==> config.mk <==
export PLATFORM = sky130hd
export DESIGN_NAME = request_arbiter
export DESIGN_NICKNAME = d
export VERILOG_FILES = /design/src/rtl/request_arbiter_pkg.sv /design/src/rtl/request_mux.sv /design/src/rtl/request_arbiter.sv
export SDC_FILE = /design/constraint.sdc
export NUM_CORES = 1
export LEC_CHECK = 0
export ABC_AREA = 1
export CORE_AREA = 10 10 118 120
export CTS_CLUSTER_SIZE = 10
export DETAILED_ROUTE_END_ITERATION = 16
export DIE_AREA = 0 0 128 130
export PLACE_DENSITY = 0.87
export SLEW_MARGIN = 20
export SYNTH_ARGS = -nofsm -noshare
export SYNTH_HDL_FRONTEND = slang
export SYNTH_SLANG_ARGS = --single-unit
==> constraint.sdc <==
create_clock -name clk -period 7.9 [get_ports clk]
set_input_delay 1.58 -clock clk [delete_from_list [all_inputs] [get_ports clk]]
set_output_delay 1.58 -clock clk [all_outputs]
set_load 0.03 [all_outputs]
==> src/rtl/request_arbiter_pkg.sv <==
//------------------------------------------------------------------------------
// Module  : request_arbiter_pkg
// Brief   : Shared constants and FSM state type for the request arbiter.
// Revision: 1.0 - initial release
//------------------------------------------------------------------------------
`default_nettype none

package request_arbiter_pkg;

    localparam int DEFAULT_REQ_NUMBER = 8;
    localparam int DEFAULT_REQ_WIDTH  = 32;

    typedef enum logic [0:0] {
        EMPTY = 1'b0,
        FULL  = 1'b1
    } state_t;

endpackage

`default_nettype wire

==> src/rtl/request_mux.sv <==
//------------------------------------------------------------------------------
// Module  : request_mux
// Brief   : Selects one requester payload by index.
// Revision: 1.0 - initial release
//------------------------------------------------------------------------------
`default_nettype none

module request_mux
    import request_arbiter_pkg::*;
#(
    parameter int REQ_NUMBER = DEFAULT_REQ_NUMBER,
    parameter int REQ_WIDTH  = DEFAULT_REQ_WIDTH
) (
    input  logic [REQ_WIDTH-1:0]          data [REQ_NUMBER],
    input  logic [$clog2(REQ_NUMBER)-1:0] select,
    output logic [REQ_WIDTH-1:0]          selected
);

    localparam int ID_WIDTH = $clog2(REQ_NUMBER);

    // Compare-based select keeps non-power-of-two counts free of out-of-range reads.
    always_comb begin
        selected = '0;
        for (int i = 0; i < REQ_NUMBER; i++) begin
            if (select == ID_WIDTH'(i)) begin
                selected = data[i];
            end
        end
    end

endmodule

`default_nettype wire

==> src/rtl/request_arbiter.sv <==
//------------------------------------------------------------------------------
// Module  : request_arbiter
// Brief   : Round-robin arbiter feeding a one-entry registered output stage.
// Revision: 1.0 - initial release
//------------------------------------------------------------------------------
`default_nettype none

module request_arbiter
    import request_arbiter_pkg::*;
#(
    parameter int REQ_NUMBER = DEFAULT_REQ_NUMBER,
    parameter int REQ_WIDTH  = DEFAULT_REQ_WIDTH
) (
    input  logic                          clk,
    input  logic                          rst,
    input  logic [REQ_NUMBER-1:0]         req_valid,
    input  logic [REQ_WIDTH-1:0]          req_data [REQ_NUMBER],
    output logic [REQ_NUMBER-1:0]         req_ready,
    output logic                          out_valid,
    output logic [REQ_WIDTH-1:0]          out_data,
    output logic [$clog2(REQ_NUMBER)-1:0] out_id,
    input  logic                          out_ready
);

    localparam int ID_WIDTH = $clog2(REQ_NUMBER);

    state_t                r_state;
    logic [ID_WIDTH-1:0]   r_last_grant;
    logic [ID_WIDTH-1:0]   r_out_id;
    logic [REQ_WIDTH-1:0]  r_out_data;
    logic [ID_WIDTH-1:0]   w_winner;
    logic [REQ_WIDTH-1:0]  w_mux_data;
    logic                  w_any_valid;
    logic                  w_accept_en;
    logic                  w_accept;

    // First valid index strictly after the last grant, wrapping around.
    function automatic logic [ID_WIDTH-1:0] rr_winner(
        input logic [REQ_NUMBER-1:0] valid,
        input logic [ID_WIDTH-1:0]   last
    );
        logic [ID_WIDTH-1:0] win;
        logic                found;
        int                  idx;
        win   = last;
        found = 1'b0;
        for (int k = 1; k <= REQ_NUMBER; k++) begin
            idx = (int'(last) + k) % REQ_NUMBER;
            if (!found && valid[idx]) begin
                win   = ID_WIDTH'(idx);
                found = 1'b1;
            end
        end
        return win;
    endfunction

    assign w_any_valid = |req_valid;
    assign w_accept_en = (r_state == EMPTY) || out_ready;
    // Gated by rst so no requester sees an accept while reset is held.
    assign w_accept    = rst && w_accept_en && w_any_valid;
    assign w_winner    = rr_winner(req_valid, r_last_grant);

    always_comb begin
        req_ready = '0;
        if (w_accept) begin
            req_ready[w_winner] = 1'b1;
        end
    end

    request_mux #(
        .REQ_NUMBER (REQ_NUMBER),
        .REQ_WIDTH  (REQ_WIDTH)
    ) u_request_mux (
        .data     (req_data),
        .select   (w_winner),
        .selected (w_mux_data)
    );

    always_ff @(posedge clk or negedge rst) begin
        if (!rst) begin
            r_state      <= EMPTY;
            r_out_data   <= '0;
            r_out_id     <= '0;
            r_last_grant <= ID_WIDTH'(REQ_NUMBER - 1);
        end else if (w_accept) begin
            r_state      <= FULL;
            r_out_data   <= w_mux_data;
            r_out_id     <= w_winner;
            r_last_grant <= w_winner;
        end else if ((r_state == FULL) && out_ready) begin
            r_state      <= EMPTY;
        end
    end

    assign out_valid = (r_state == FULL);
    assign out_data  = r_out_data;
    assign out_id    = r_out_id;

endmodule

`default_nettype wire

==> flow_metrics.tcl <==
set metrics [dict create \
    grt_setup_unrepaired "no" \
    core_sq_mm 0.01171 \
    hold_depth 2 \
    fp.dieH_um 130 \
    synth_area_leaders "nand2_1, dfrtp_1, nand4_1" \
    clock_skew_ns 0.002878 \
    clock_latency_ns 0.28 \
    worstSetupPathType "primary input to output port" \
    arrival_ns 5.02 \
    synth_cell_types 36 \
    yosys_warnings 0 \
    via_per_inst 5.282 \
    die_width_um 128 \
    synth_edf_count 0 \
    overflow 0 \
    fin_nets 1319 \
    crit_buf_inv 2 \
    drv_cap 0 \
    cts_tree "done" \
    whs_ns 0.4838 \
    max_slew.worst_pin.slew_ns 0.9168 \
    multi_input_area_sq_mm 0.002962 \
    wire_per_inst_um 19.58 \
    fill_cells 1061 \
    fin_crit_sh_pct 83.51 \
    clk_pin_slew_ns 0.06 \
    grt_start_max_net_pins 40 \
    fin_crit_ns 6.597 \
    crit_path_cell_trace "clkdlybuf4s50_1 > nand2_1 > nand3_1 > nand3_1 > nand2_2 > nor2_4 > nand4_2 > nor2_1 > nand2_1 > nand2_1 > nand2_1 > nand2_2 > nand3_4 > nor2_1 > clkdlybuf4s50_1" \
    antenna_found_initial 0 \
    post-route-drc-count 0 \
    cts_buffers 5 \
    slew_viol_final 0 \
    netlist_area_sq_mm 0.004414 \
    reg2regPathDepth 19 \
    cts_sinks 39 \
    reg2reg_from "r_last_grant[1]" \
    io_pins 311 \
    path_max_fanout 27 \
    r2r_slack_ns 3.11 \
    setup_tns_ns 0 \
    routed_wirelength_um 23480 \
    place_congestion 0.9788 \
    avgSynthCellArea_sq_um 5.725 \
    clockRootBuffer "clkbuf_16" \
    cts_setup_buffers 0 \
    htreeDepth 2 \
    drt_iter0_markers 607 \
    slew_headroom_pct 38.68 \
    grt_use_total_pct 26.61 \
    syn_inst 771 \
    start_util_pct 37.69 \
    grt_pass1_wl_um 34820 \
    clockBufferDepth 2 \
    max_stage_delay_ns 0.70 \
    syn-num-nets 1040 \
    synth_seq_cells 39 \
    hold_path_class "flip-flop to flip-flop" \
    crit_path_start_kind "primary input" \
    setup_viol 0 \
    synth_top_cell_by_area "nand2_1" \
    min_to "out_data[11]" \
    hold_violations 0 \
    cts_hold_buffers 0 \
    fmax_mhz 151.6 \
    cts_resized 0 \
    crit_family "simple AND/OR/NAND/NOR gates" \
    synth_seq_area_share_pct 22.19 \
    portBuffers 310 \
    endpoint_kind "output port" \
    dieArea_sq_mm 0.01664 \
    required_ns 6.32 \
    cpMostUsedCell "nand2_1" \
    postRouteAntennaNets 0 \
    dr.pass1.iters 5 \
    grt_pass1_vias 6234 \
    outcome "completed" \
    rows 40 \
    slowest_stage "clkdlybuf4s50_1" \
    reg2reg_to "out_data[29]" \
    worstHoldStart "out_data[11]" \
    drive_above_1_share_pct 5.423 \
    seqCellArea_sq_um 979.7 \
    synth_top_area_share_pct 25.26 \
    syn_to_final_growth_pct 74.01 \
    vias 6333 \
    place_hpwl_um 18560 \
    async_reset_ff_share_pct 100.0 \
    ys.flop_type "dfrtp_1" \
]
==> per-layer routing <==
metal,vias to the layer above,part of all wire (%),track usage (%)
met4,0,3.0,9.007
met2,282,51,45.91
met3,44,9.2,8.560
met5,-,0,0
met1,2907,37,30.36
li1,3100,-,-
==> sequential cells by signal, summed over array words and instances, names as in the netlist <==
signal        count
out_data         32
out_id            3
r_last_grant      3
out_valid         1
==> cell usage in the layout, fill, tap and decap left out, types with 2 or more instances in the layout <==
cell type / netlist / routed
inv_1: 49 / 49
nor3_4: 3 / 4
o21ai_0: 6 / 6
nand3_1: 82 / 82
a21oi_1: 34 / 34
nor3_1: 3 / 3
a22oi_1: 7 / 7
ha_1: 2 / 2
nor2_4: 4 / 4
and3_1: 7 / 7
nand2_2: 10 / 11
dfrtp_1: 36 / 36
clkbuf_8: 0 / 2
clkdlybuf4s50_1: 0 / 309
nor4_1: 2 / 2
buf_4: 9 / 11
nand3_2: 5 / 5
inv_2: 6 / 6
xor2_1: 3 / 3
nand2_1: 297 / 296
nand4_1: 76 / 76
dfstp_2: 3 / 3
clkbuf_16: 0 / 5
nor2_1: 76 / 76
==> logic make-up after synthesis <==
logic type | synth area share [%]
adder cells (fa/ha/maj) | 0.5668
AND/OR/NAND/NOR | 59.38
XOR/XNOR | 0.7938
flip-flops | 22.19
AO/OA/AOI/OAI | 6.151
buffers and inverters | 10.91
==> metrics by stage <==
stage / cell area (sq um) / instances / worst slack [ns] / util (%)
after floorplan: 4414 / 771 / 2.641 / -
after global placement: 7522 / 1190 / 1.372 / 64.23
after detailed placement: 7522 / 1190 / 1.319 / 64.23
after CTS: 7679 / 1198 / 1.307 / 65.57
after global routing: 7679 / 1198 / 0.9810 / 65.57
final: 7681 / 1199 / 1.303 / 65.59
==> synthesized netlist by cell type, types with 4 or more instances <==
library cell    n
a21oi_1        34
a22oi_1         7
and3_1          7
buf_2          20
buf_4           9
clkbuf_1       14
dfrtp_1        36
inv_1          49
inv_2           6
nand2_1       297
nand2_2        10
nand3_1        82
nand3_2         5
nand4_1        76
nor2_1         76
nor2_4          4
o21ai_0         6
==> cell type report <==
class	instances	share of cell area (%)
Inverter	57	2.818
Multi-Input combinational cell	626	38.56
Timing Repair Buffer	321	41.41
Clock buffer	8	2.036
Sequential cell	39	12.75
Tap cell	147	2.395
Antenna cell	1	0.03258
==> tightest hold or removal path, delay by kind of cell, from the launching register on <==
kind	cells	cell delay (ns)
flops	1	0.34
simple gates	2	0.10
==> worst max-delay path by stage <==
stage | from | endpoint | slack (ns) | cells after the start
6_report | req_valid[2] | req_ready[3] | 1.30 | 15
5_1_grt | req_valid[5] | req_ready[3] | 0.98 | 14
4_1_cts | req_valid[2] | req_ready[7] | 1.31 | 17
3_5_place_dp | req_valid[2] | req_ready[7] | 1.32 | 17
3_3_place_gp | req_valid[2] | req_ready[3] | 1.37 | 15
2_1_floorplan | req_valid[2] | req_ready[6] | 2.64 | 13
Power is not shown: default switching activity piles up to over one toggle a cycle in this logic, so the estimate is an artifact.
